### config.mk
export PLATFORM = sky130hd
export DESIGN_NAME = count_match_event
export DESIGN_NICKNAME = d
export VERILOG_FILES = /design/src/rtl/count_evt_pkg.sv /design/src/rtl/count_edge_detect.sv /design/src/rtl/count_match_event.sv
export SDC_FILE = /design/constraint.sdc
export NUM_CORES = 1
export LEC_CHECK = 0
export CAP_MARGIN = 20
export CORE_MARGIN = 4
export CORE_UTILIZATION = 25
export DETAILED_ROUTE_END_ITERATION = 6
export GPL_ROUTABILITY_DRIVEN = 0
export GPL_TIMING_DRIVEN = 0
export MAX_ROUTING_LAYER = met4
export SLEW_MARGIN = 0
export SYNTH_ARGS = -nofsm -noshare
export SYNTH_HDL_FRONTEND = slang
export SYNTH_SLANG_ARGS = --single-unit
### constraint.sdc
create_clock -name Clock -period 4.5 [get_ports Clock]
set_clock_uncertainty 0.2 [all_clocks]
set_input_delay 0.45 -clock Clock [delete_from_list [all_inputs] [get_ports Clock]]
set_output_delay 0.45 -clock Clock [all_outputs]
set_load 0.05 [all_outputs]
### src/rtl/count_evt_pkg.sv
// -----------------------------------------------------------------------------
// count_evt_pkg
//   Shared definitions for the count_match_event block: FSM state encoding,
//   event type bit assignments and a helper that builds the event type field.
// -----------------------------------------------------------------------------
package count_evt_pkg;

    // FSM state encoding kept as plain logic constants for legacy compatibility.
    typedef logic [1:0] state_t;

    localparam state_t StIdle    = 2'd0;
    localparam state_t StArmed   = 2'd1;
    localparam state_t StPending = 2'd2;
    localparam state_t StHoldoff = 2'd3;

    // Event type bits; both can be set when a compare match coincides with a wrap.
    localparam logic [1:0] EVT_MATCH = 2'b01;
    localparam logic [1:0] EVT_WRAP  = 2'b10;

    function automatic logic [1:0] evt_type(input logic match, input logic wrap);
        logic [1:0] t;
        t = 2'b00;
        if (match) t = t | EVT_MATCH;
        if (wrap)  t = t | EVT_WRAP;
        return t;
    endfunction

endpackage

### src/rtl/count_edge_detect.sv
// -----------------------------------------------------------------------------
// count_edge_detect
//   Tracks the previous counter value and flags the conditions that can raise
//   an event. The previous-value register runs every cycle regardless of the
//   consumer FSM, so a counter that stops moving never re-fires.
//
// Ports
//   Clock        in   1      clock, all state on posedge
//   Reset        in   1      synchronous, active-high
//   Count_Value  in   WIDTH  counter value being watched
//   Cmp_Reg      in   WIDTH  registered compare value
//   Change       out  1      Count_Value differs from last cycle
//   Match        out  1      counter moved onto the compare value
//   Wrap         out  1      counter went from all ones to zero
// -----------------------------------------------------------------------------
module count_edge_detect
    import count_evt_pkg::*;
#(
    parameter int unsigned WIDTH = 16
) (
    input  logic             Clock,
    input  logic             Reset,
    input  logic [WIDTH-1:0] Count_Value,
    input  logic [WIDTH-1:0] Cmp_Reg,
    output logic             Change,
    output logic             Match,
    output logic             Wrap
);

    logic [WIDTH-1:0] prev_q;

    always_ff @(posedge Clock) begin
        if (Reset) begin
            prev_q <= '0;
        end else begin
            prev_q <= Count_Value;
        end
    end

    always_comb begin
        Change = (Count_Value != prev_q);
        // Gating with Change keeps a counter parked on the compare value silent.
        Match  = Change && (Count_Value == Cmp_Reg);
        Wrap   = (prev_q == {WIDTH{1'b1}}) && (Count_Value == '0);
    end

endmodule

### src/rtl/count_match_event.sv
// -----------------------------------------------------------------------------
// count_match_event
//   Watches a 16-bit loadable counter and raises a held event when the count
//   reaches a programmed compare value or wraps from all ones to zero. Each
//   event captures the count and type and is handed to control logic with a
//   valid/ack handshake. After ack an optional holdoff runs, then the block
//   re-arms itself or drops back to idle. A sticky Missed flag records
//   qualifying events that arrived while an event was pending or in holdoff.
//
// Parameters
//   WIDTH       counter/compare width
//   HOLDOFF     cycles spent in holdoff after ack (0 skips the holdoff state)
//   AUTO_REARM  1: holdoff returns to armed; 0: holdoff returns to idle
//
// Ports
//   Clock        in   1      single clock, all state on posedge
//   Reset        in   1      synchronous, active-high, overrides all inputs
//   Count_Value  in   WIDTH  counter output being watched
//   Cmp_Value    in   WIDTH  compare value, loaded on Cmp_Write
//   Cmp_Write    in   1      load Cmp_Value into the compare register
//   Arm          in   1      idle -> armed; clears Missed in any state
//   Disarm       in   1      any state -> idle, drops Event_Valid
//   Event_Ack    in   1      consumer accepts the pending event
//   Event_Valid  out  1      event pending, held until ack or disarm
//   Event_Type   out  2      [0] compare match, [1] wrap
//   Event_Count  out  WIDTH  Count_Value captured at the event
//   Missed       out  1      sticky: event seen while pending or in holdoff
//   Armed        out  1      FSM is in the armed state
// -----------------------------------------------------------------------------
module count_match_event
    import count_evt_pkg::*;
#(
    parameter int unsigned WIDTH      = 16,
    parameter int unsigned HOLDOFF    = 2,
    parameter int unsigned AUTO_REARM = 1
) (
    input  logic             Clock,
    input  logic             Reset,
    input  logic [WIDTH-1:0] Count_Value,
    input  logic [WIDTH-1:0] Cmp_Value,
    input  logic             Cmp_Write,
    input  logic             Arm,
    input  logic             Disarm,
    input  logic             Event_Ack,
    output logic             Event_Valid,
    output logic [1:0]       Event_Type,
    output logic [WIDTH-1:0] Event_Count,
    output logic             Missed,
    output logic             Armed
);

    // Holdoff counter needs at least one bit even when the holdoff is skipped.
    localparam int unsigned HoldW = (HOLDOFF < 2) ? 1 : $clog2(HOLDOFF + 1);
    // Value the counter holds on the last holdoff cycle; unused when HOLDOFF is 0.
    localparam logic [HoldW-1:0] HoldLast = HoldW'(HOLDOFF - 1);
    localparam state_t PostHoldoff = (AUTO_REARM != 0) ? StArmed : StIdle;

    logic [WIDTH-1:0] cmp_reg_q;
    state_t           state_q, state_d;
    logic [HoldW-1:0] hold_cnt_q, hold_cnt_d;
    logic             valid_q, valid_d;
    logic [1:0]       type_q, type_d;
    logic [WIDTH-1:0] count_q, count_d;
    logic             missed_q, missed_d;

    logic change;
    logic match;
    logic wrap;
    logic qual;

    count_edge_detect #(
        .WIDTH (WIDTH)
    ) u_edge_detect (
        .Clock       (Clock),
        .Reset       (Reset),
        .Count_Value (Count_Value),
        .Cmp_Reg     (cmp_reg_q),
        .Change      (change),
        .Match       (match),
        .Wrap        (wrap)
    );

    assign qual = match | wrap;

    // Compare register: a write lands on this edge, so the same-cycle compare
    // still sees the old value.
    always_ff @(posedge Clock) begin
        if (Reset) begin
            cmp_reg_q <= '0;
        end else if (Cmp_Write) begin
            cmp_reg_q <= Cmp_Value;
        end
    end

    always_comb begin
        state_d    = state_q;
        hold_cnt_d = hold_cnt_q;
        valid_d    = valid_q;
        type_d     = type_q;
        count_d    = count_q;
        missed_d   = missed_q;

        // Arm clears first so a simultaneous lost event still sets the flag.
        if (Arm) begin
            missed_d = 1'b0;
        end
        if (qual && ((state_q == StPending) || (state_q == StHoldoff))) begin
            missed_d = 1'b1;
        end

        if (Disarm) begin
            // Captured type/count deliberately survive a disarm.
            state_d    = StIdle;
            valid_d    = 1'b0;
            hold_cnt_d = '0;
        end else begin
            unique case (state_q)
                StIdle: begin
                    if (Arm) begin
                        state_d = StArmed;
                    end
                end
                StArmed: begin
                    if (qual) begin
                        state_d = StPending;
                        valid_d = 1'b1;
                        type_d  = evt_type(match, wrap);
                        count_d = Count_Value;
                    end
                end
                StPending: begin
                    if (Event_Ack) begin
                        valid_d    = 1'b0;
                        hold_cnt_d = '0;
                        state_d    = (HOLDOFF == 0) ? PostHoldoff : StHoldoff;
                    end
                end
                StHoldoff: begin
                    if (hold_cnt_q == HoldLast) begin
                        hold_cnt_d = '0;
                        state_d    = PostHoldoff;
                    end else begin
                        hold_cnt_d = hold_cnt_q + 1'b1;
                    end
                end
                default: begin
                    state_d    = StIdle;
                    hold_cnt_d = '0;
                end
            endcase
        end
    end

    always_ff @(posedge Clock) begin
        if (Reset) begin
            state_q    <= StIdle;
            hold_cnt_q <= '0;
            valid_q    <= 1'b0;
            type_q     <= 2'b00;
            count_q    <= '0;
            missed_q   <= 1'b0;
        end else begin
            state_q    <= state_d;
            hold_cnt_q <= hold_cnt_d;
            valid_q    <= valid_d;
            type_q     <= type_d;
            count_q    <= count_d;
            missed_q   <= missed_d;
        end
    end

    always_comb begin
        Event_Valid = valid_q;
        Event_Type  = type_q;
        Event_Count = count_q;
        Missed      = missed_q;
        Armed       = (state_q == StArmed);
    end

    // change is only consumed inside match; keep it visible for debug taps.
    logic unused_change;
    assign unused_change = change;

endmodule

==> impl_metrics.env, run 1 <==
export IMPL_hold_path_class="register to register"
export IMPL_grt_max_degree=17
export IMPL_synth_top_cells_by_count="dfxtp_1 (56), nor2b_1 (34), mux2i_1 (18), nor2_1 (18)"
export IMPL_drt_pass1_iter_count=4
export IMPL_synth_fa_ha_area_share_pct=2.47
export IMPL_io_buffer_count=56
export IMPL_cts_num_sinks=56
export IMPL_avgSynthCellArea_sq_um=10.7
export IMPL_nFillCells=1038
export IMPL_cts_buffers=5
export IMPL_cp_start_kind="input port"
export IMPL_synth_area_leader_cell="dfxtp_1"
export IMPL_synth_xor_area_share_pct=11.1
export IMPL_syn_cell_area_sq_mm=0.00254
export IMPL_status="finished clean"
export IMPL_dieHeight_microns=109
export IMPL_vias=1868
export IMPL_vdd_ir_drop_max_uv=122
export IMPL_layout_worst_path_cycle_share_pct=62.5
export IMPL_path_class="input port to register"
export IMPL_routed_wl_microns=6210
export IMPL_met3_usage_pct=2.43
export IMPL_track_usage_pct=11.3
export IMPL_yosysTopAreaCellShare_pct=44.2
export IMPL_synthMuxAreaShare_pct=15.5
export IMPL_yosys_top_cells_area="dfxtp_1 (44%), nor2b_1 (8.4%), mux2i_1 (7.1%)"
export IMPL_power_leakage_uw=0.00134
export IMPL_grt_pass1_vias=1978
export IMPL_fin_crit_ns=2.81
export IMPL_cts_root_buffer_cell="clkbuf_8"
export IMPL_setup_ws_ns=1.69
export IMPL_p_per_area_mw_per_mm2=291
export IMPL_arrival_ns=2.82
export IMPL_syn_inst=238
export IMPL_clk_latency_ns=0.31
export IMPL_met1_usage_pct=14.3
export IMPL_dieWidth_microns=109
export IMPL_num_rows=36
export IMPL_crit_buf_inv=3
export IMPL_power_uw=979
export IMPL_ys_async_sr_fraction_pct=0
export IMPL_n_antenna_cell=0
export IMPL_synth_most_common_cell="dfxtp_1"
export IMPL_ant_nets=0
export IMPL_synth_compound_area_share_pct=3.80
export IMPL_post_cts_setup_buffer_count=0
export IMPL_clockBufferDepth=2
export IMPL_setup_viol=0
export IMPL_path_delay_family="buffers and inverters"
export IMPL_ys_flop_type="dfxtp_1"
export IMPL_post_place_ws_ns=1.36
export IMPL_synth_seq_cells=56
export IMPL_clk_pin_slew_ns=0.10
export IMPL_fin_nets=344
export IMPL_synth_seq_area_share_pct=44.2
export IMPL_synth_edff_count=0
export IMPL_seq_area_sq_mm=0.00112
export IMPL_final_max_slew_viol_count=0
export IMPL_gr_total_overflow=0
export IMPL_synth_cell_types=38
export IMPL_hold_viol=0
export IMPL_cpPeakStageDelay_ns=0.51
export IMPL_post_route_drc_count=0
export IMPL_cp_max_fo=10
export IMPL_tns_ns=0
export IMPL_core_area_sq_mm=0.00982
export IMPL_grt_pass1_wl_microns=9880
export IMPL_drt_iter0_markers=58
export IMPL_synth_simple_area_share_pct=20.1
export IMPL_multiInputGateArea_sq_mm=0.00134
export IMPL_dieArea_sq_mm=0.0118
export IMPL_drv_cap=0
export IMPL_hold_buffers=0
export IMPL_cts_resized=0
export IMPL_ioPinCount=59
export IMPL_syn_nets=281
export IMPL_syn_to_final_growth_pct=32.9
export IMPL_cp_slowest_cell="clkdlybuf4s50_1"
export IMPL_viasPerCell=4.29
export IMPL_worstMarginPinSlew_ns=0.725
export IMPL_synth_top_family_by_area="simple AND/OR/NAND/NOR gates"
export IMPL_fmax_ghz=0.356
export IMPL_cts_tree="yes"
export IMPL_crit_required_ns=4.51
export IMPL_slew_headroom_pct=51.7
export IMPL_grt_use_met2_pct=17.5
export IMPL_end_kind="register"
export IMPL_yosysWarningCount=0
export IMPL_antenna_found_initial=0
export IMPL_ctsHtreeMaxLevel=2
export IMPL_rsz0062_at_grt="no"
export IMPL_path_cells="clkdlybuf4s50_1 > xor2_1 > nor4_1 > nand4_1 > a21oi_2 > nand2b_4 > buf_6 > buf_12 > mux2_4"
export IMPL_drive_gt1_share_pct=9.93
export IMPL_hpwl_microns=4860
export IMPL_initial_core_util_pct=25.8
export IMPL_wl_per_cell_microns=14.3
export IMPL_grt_busiest_layer="met2"
[flip-flops by register name, summed over array words and instances, names as in the netlist]
name	flops
hold_cnt_q	2
state_q	2
Missed	1
Event_Valid	1
Event_Type	2
u_edge_detect.prev_q	16
cmp_reg_q	16
Event_Count	16
[final timing paths]
path                            startpoint             end  slack (ns)  cells past startpoint
setup / recovery           Count_Value[14]  Event_Count[1]        1.69                      9
hold / removal               hold_cnt_q[1]   hold_cnt_q[1]        0.27                      1
setup reg to reg  u_edge_detect.prev_q[14]  Event_Count[1]        2.08                      8
hold reg to reg              hold_cnt_q[1]   hold_cnt_q[1]        0.27                      1
[where the power goes]
group	switching [uW]	internal, uW	total, uW	leakage (uW)
Sequential	12.9	513	525	0.000459
Combinational	57.3	63.7	121	0.000822
Clock	167	166	333	0.0000552
[kinds of logic after synthesis]
| group | after synthesis |
|---|---|
| AOI/OAI and AO/OA | 12 |
| DFF | 56 |
| and+or+nand+nor | 86 |
| muxes | 34 |
| adders and majority gates | 5 |
| buffers and inverters | 13 |
| xor gates and xnor gates | 32 |
[metrics by stage]
step / hold WS, ns / instance area [sq um] / cells / util, %
finish: 0.273 / 3370 / 435 / 34.3
CTS: 0.275 / 3370 / 435 / 34.3
detailed placement: 0.258 / 3260 / 427 / 33.2
global route: 0.296 / 3370 / 435 / 34.3
global placement: 0.248 / 3260 / 427 / 33.2
floorplan: 0.240 / 2540 / 238 / -
[metal layers]
metal / vias up / part of all wire, %
li1: 938 / -
met1: 872 / 48
met2: 46 / 46
met3: 12 / 4.3
met4: 0 / 2.0
met5: - / 0
[cell type report]
type                       count  share of cell area (%)
multi-input combinational    169                    39.8
clock buffer                   6                    2.15
tap                          133                    4.94
timing repair buffer          56                    16.6
clock inverter                 2                    1.04
sequential                    56                    33.3
inverter                       3                   0.334
buffer                        10                    1.82
[worst reg2reg max path, delay by kind of cell (launching register included)]
family	cells	cell delay, ns
flops	1	0.33
simple gates	3	0.73
mux	1	0.30
buf+inv	2	0.29
xor+xnor	1	0.14
compound gates	1	0.33
[placed cells by master, fill, tap and decap left out, types with 2 or more instances in the layout]
cell             synthesis  layout
nand2_1                  3       3
o21ai_0                  2       2
nor4_1                   8       8
xnor2_1                 16      16
nor2b_1                 34      34
dfxtp_1                 56      56
nand2b_1                 3       3
a22oi_1                  2       2
clkbuf_8                 0       5
clkbuf_1                 6       7
inv_1                    3       3
ha_1                     5       5
nand4_1                 10      10
xor2_1                  16      16
mux2_4                   9       9
nor2_1                  18      18
mux2_2                   7       7
buf_1                    2       2
mux2i_1                 18      18
clkdlybuf4s50_1          0      56
No activity file was read; power rests on OpenSTA's default activity.
==> run 2, diff against run 1 <==
- clock period: 4.5 -> 2.43 ns (I/O delays scaled with it)
==> run 2 against run 1 <==
Non-clock buffer count rose by 2. Worst hold slack got worse by 0.15 ns. Utilization rose by 0.69 points. Clock power rose by 86%. Final area rose by 2.0%. Flip-flop and latch count did not move. Routed wire length rose by 1.3%. Critical path depth did not move. Register-to-register slack got worse by 2.0 ns. Cell count rose by 0.46%. Setup slack got worse by 1.6 ns. Sequential share of layout area fell by 0.65 points.
==> impl_metrics.env, run 2 (synthesized netlist as in run 1, its figures left out) <==
export IMPL_status="finished clean"
export IMPL_cp_max_fo=10
export IMPL_dieWidth_microns=109
export IMPL_arrival_ns=2.34
export IMPL_hold_slack_ns=0.119
export IMPL_clk_pin_slew_ns=0.10
export IMPL_rsz0062_at_grt="no"
export IMPL_cts_num_sinks=56
export IMPL_layout_worst_path_cycle_share_pct=96.0
export IMPL_n_antenna_cell=0
export IMPL_clockBufferDepth=2
export IMPL_dieArea_sq_mm=0.0118
export IMPL_initial_core_util_pct=25.8
export IMPL_drt_pass1_iter_count=4
export IMPL_hold_path_class="input port to register"
export IMPL_hold_viol=0
export IMPL_rrSetupSlack_ns=0.11
export IMPL_fin_nets=346
export IMPL_grt_max_degree=17
export IMPL_post_route_drc_count=0
export IMPL_routed_wl_microns=6290
export IMPL_vdd_ir_drop_max_uv=224
export IMPL_vias=1868
export IMPL_cts_tree="yes"
export IMPL_drv_cap=0
export IMPL_layout_commonest_cell="dfxtp_1"
export IMPL_drive_gt1_share_pct=10.9
export IMPL_num_rows=36
export IMPL_ant_nets=0
export IMPL_min_to="u_edge_detect.prev_q[10]"
export IMPL_fin_cells=437
export IMPL_grt_pass1_vias=1989
export IMPL_reg2reg_to="Event_Count[1]"
export IMPL_hold_buffers=0
export IMPL_ioPinCount=59
export IMPL_io_buffer_count=56
export IMPL_track_usage_pct=11.3
export IMPL_placed_cells=427
export IMPL_ctsHtreeMaxLevel=2
export IMPL_min_delay_start="Count_Value[10]"
export IMPL_viasPerCell=4.27
export IMPL_slew_headroom_pct=52.1
export IMPL_setup_viol=0
export IMPL_final_util_pct=35.0
export IMPL_worstRegToRegCells=8
export IMPL_worstMarginPinSlew_ns=0.718
export IMPL_drt_iter0_markers=43
export IMPL_syn_to_final_growth_pct=35.6
export IMPL_cts_root_buffer_cell="clkbuf_8"
export IMPL_wl_per_cell_microns=14.4
export IMPL_gr_total_overflow=0
export IMPL_final_cell_mix="dfxtp_1 (56), clkdlybuf4s50_1 (41), nor2b_1 (34)"
export IMPL_hold_depth=2
export IMPL_fin_crit_ns=2.33
export IMPL_antenna_found_initial=0
export IMPL_crit_required_ns=2.44
export IMPL_r2r_start="u_edge_detect.prev_q[7]"
export IMPL_clk_latency_ns=0.32
export IMPL_final_max_slew_viol_count=0
export IMPL_cts_buffers=5
export IMPL_end_kind="register"
export IMPL_core_area_sq_mm=0.00982
export IMPL_path_class="input port to register"
export IMPL_fmax_ghz=0.428
export IMPL_grt_pass1_wl_microns=9920
export IMPL_dieHeight_microns=109
export IMPL_power_leakage_uw=0.00149
export IMPL_p_per_area_mw_per_mm2=529
export IMPL_cp_start_kind="input port"
export IMPL_hpwl_microns=4860
-- run 2: cell types whose count changed in the layout (fill, tap and decap cells not counted) --
cell	previous run	this run
dlymetal6s2s_1	0	15
a21oi_4	0	1
clkdlybuf4s50_1	56	41
buf_4	0	2
xnor2_1	16	15
a21oi_2	1	0
xnor2_2	0	1
-- run 2: routing by layer --
layer	part of all wire (%)	up-vias	GRT usage, %
li1	-	942	-
met1	48	878	14.3
met2	47	42	17.7
met3	4.0	6	2.43
met4	1.3	0	4.33
met5	0	-	-
-- run 2: worst max-delay path by stage --
stage,start,endpoint,slack (ns),cells after the start
global placement,Count_Value[14],Event_Count[1],-0.53,9
floorplan,u_edge_detect.prev_q[7],Event_Count[1],0.28,8
CTS,Count_Value[0],Event_Count[1],0.005,9
detailed placement,Count_Value[0],Event_Count[2],-0.51,9
finish,Count_Value[9],Event_Count[1],0.1,9
global route,Count_Value[9],Event_Count[3],0.03,9
-- run 2: power breakdown --
| group | switching (uW) | internal (uW) | total (uW) |
|---|---|---|---|
| clock network | 315 | 307 | 621 |
| registers | 24.2 | 949 | 973 |
| logic | 106 | 116 | 223 |
| total | 445 | 1370 | 1820 |
-- run 2: metrics by stage --
| step | setup WS (ns) | power [uW] | instance area [sq um] | setup TNS [ns] |
|---|---|---|---|---|
| finish | 0.0962 | 1820 | 3440 | 0 |
| global route | 0.0297 | 1880 | 3440 | 0 |
| CTS | 0.00542 | 1830 | 3390 | 0 |
| detailed placement | -0.506 | 1220 | 3260 | -7.99 |
| global placement | -0.526 | 1220 | 3260 | -8.23 |
| floorplan | 0.276 | 1110 | 2540 | 0 |
-- run 2: worst max-delay path, cell delays in order --
cell and delay, ns:
clkdlybuf4s50_1 0.52, xor2_1 0.21, nor4_1 0.22, nand4_1 0.23, a21oi_4 0.19, nand2b_4 0.14
buf_6 0.14, buf_12 0.15, mux2_4 0.30
-- run 2: cell type report --
cell class,instances,area (sq um)
clock inverter,2,35.0
multi-input combinational,169,1360
sequential,56,1120
inverter,3,11.3
tap,133,166
timing repair buffer,58,613
buffer,10,61.3
clock buffer,6,72.6
fill,1033,6380
-- run 2: repair_timing --
action | in CTS | in global routing
endpoints found under the setup margin | 16 | 11
setup buffers | 1 | 1
resized for setup | 1 | 16
pin swaps | 1 | 3
==> run 3, diff against run 2 <==
- GPL_TIMING_DRIVEN: 0 -> unset
==> run 3 against run 2 <==
Global-route usage decreased by 0.27 points. Highest routed layer unchanged. Largest cell class unchanged. First-iteration DRC count increased by 9.3%. Power about the same. Via count decreased by 0.54%. Final area increased by 1.5%. Critical path depth unchanged. Worst hold slack got worse by 0.010 ns. Sequential power about the same. Die area unchanged. Count of clock-buffer cells in the layout unchanged. Register-to-register slack improved by 0.08 ns. Non-clock buffer count increased by 7. Critical path type unchanged.
==> impl_metrics.env, run 3 (synthesized netlist as in run 1, its figures left out) <==
export IMPL_status="finished clean"
export IMPL_routed_wl_microns=6180
export IMPL_ctsHtreeMaxLevel=2
export IMPL_grt_max_degree=38
export IMPL_cts_num_sinks=56
export IMPL_drt_iter0_markers=47
export IMPL_p_sw_uw=429
export IMPL_cts_tree="yes"
export IMPL_grt_pass1_vias=1952
export IMPL_core_area_sq_mm=0.00982
export IMPL_antenna_found_initial=0
export IMPL_post_route_drc_count=0
export IMPL_initial_core_util_pct=25.8
export IMPL_post_place_ws_ns=-0.263
export IMPL_netSwitchingFraction_pct=23.6
export IMPL_worstMarginPinSlew_ns=0.658
export IMPL_dieWidth_microns=109
export IMPL_reg2reg_to="state_q[0]"
export IMPL_arrival_ns=2.35
export IMPL_hold_slack_ns=0.109
export IMPL_hold_buffers=0
export IMPL_worstRegToRegCells=7
export IMPL_clk_latency_ns=0.31
export IMPL_grt_pass1_wl_microns=9810
export IMPL_drive_gt1_share_pct=15.1
export IMPL_final_max_slew_viol_count=0
export IMPL_r2r_start="u_edge_detect.prev_q[5]"
export IMPL_cp_start_kind="input port"
export IMPL_io_buffer_count=58
export IMPL_setup_viol=0
export IMPL_cts_resized=0
export IMPL_ioPinCount=59
export IMPL_syn_to_final_growth_pct=37.5
export IMPL_dieHeight_microns=109
export IMPL_clockBufferDepth=2
export IMPL_hold_depth=2
export IMPL_setup_ws_ns=0.123
export IMPL_power_frac_comb_pct=13.4
export IMPL_slew_headroom_pct=56.2
export IMPL_layout_worst_path_cycle_share_pct=95.0
export IMPL_vdd_ir_drop_max_uv=220
export IMPL_hold_viol=0
export IMPL_end_kind="register"
export IMPL_cts_root_buffer_cell="clkbuf_8"
export IMPL_pwr_share_clk_pct=33.1
export IMPL_dieArea_sq_mm=0.0118
export IMPL_fmax_ghz=0.433
export IMPL_min_to="u_edge_detect.prev_q[10]"
export IMPL_hpwl_microns=4840
export IMPL_fin_crit_ns=2.31
export IMPL_viasPerCell=4.18
export IMPL_num_rows=36
export IMPL_clk_pin_slew_ns=0.10
export IMPL_power_leakage_uw=0.00148
export IMPL_min_delay_start="Count_Value[10]"
export IMPL_seqPwrFrac_pct=53.5
export IMPL_drv_cap=0
export IMPL_stdcell_area_sq_mm=0.00349
export IMPL_cts_buffers=5
export IMPL_fin_nets=353
export IMPL_p_int_uw=1390
export IMPL_n_antenna_cell=0
export IMPL_layout_commonest_cell="dfxtp_1"
export IMPL_path_class="input port to register"
export IMPL_vias=1858
export IMPL_drt_pass1_iter_count=4
export IMPL_post_cts_setup_buffer_count=0
export IMPL_wl_per_cell_microns=13.9
export IMPL_cp_max_fo=4
export IMPL_gr_total_overflow=0
export IMPL_ant_nets=0
export IMPL_final_cell_mix="dfxtp_1 (56), clkdlybuf4s50_1 (50), nor2b_1 (34)"
export IMPL_track_usage_pct=11.0
export IMPL_place_area_sq_mm=0.00334
export IMPL_hold_path_class="input port to register"
export IMPL_crit_required_ns=2.47
export IMPL_rrSetupSlack_ns=0.19
export IMPL_p_per_area_mw_per_mm2=521
## run 3: cell count changes in the layout (fill, tap and decap cells not counted), moves of 2 or more
cell and change:
dlymetal6s2s_1 -8, clkbuf_1 -6, clkdlybuf4s50_1 +9, buf_1 -2
buf_4 +15
## run 3: critical path, cell delays in order
cell and delay [ns]:
clkdlybuf4s50_1 0.53, buf_4 0.14, xnor2_1 0.12, nand4_1 0.18, nor4_4 0.31, a21oi_2 0.10
buf_4 0.17, a221oi_4 0.33, mux2i_1 0.22
## run 3: through the flow
step	std cells	power, uW	utilization [%]	TNS (ns)
6_report	444	1820	35.5	0
5_1_grt	444	1920	35.5	-0.00657
3_3_place_gp	436	1230	34.1	-4.36
4_1_cts	444	1840	35.2	0
3_5_place_dp	436	1240	34.1	-4.09
2_1_floorplan	238	1110	-	0
## run 3: area by class of cell
type,count,area (sq um)
Fill cell,1033,6330
Inverter,3,11.3
Sequential cell,56,1120
Timing Repair Buffer,75,721
Clock inverter,2,35.0
Tap cell,133,166
Multi-Input combinational cell,169,1360
Clock buffer,6,72.6
## run 3: worst max path at each step
stage / from / end / cells past startpoint
finish: Count_Value[4] / state_q[0] / 9
detailed placement: Count_Value[7] / state_q[1] / 8
global placement: Count_Value[2] / Event_Count[15] / 7
CTS: Count_Value[7] / state_q[0] / 8
floorplan: u_edge_detect.prev_q[7] / Event_Count[1] / 8
global route: Count_Value[14] / state_q[0] / 9
## run 3: per-layer routing
metal  wire length (microns)  track usage [%]  vias up
li1                        -                -      956
met1                    2900             14.1      852
met2                    3000             17.9       42
met3                     208             2.01        8
met4                      73             2.98        0
met5                       0                -        -
## run 3: power by group through the flow
stage	clock (uW)	sequential [uW]	combinational [uW]
global route	674	977	265
CTS	628	973	243
finish	602	973	243
global placement	0	994	240
floorplan	0	988	121
detailed placement	0	994	241
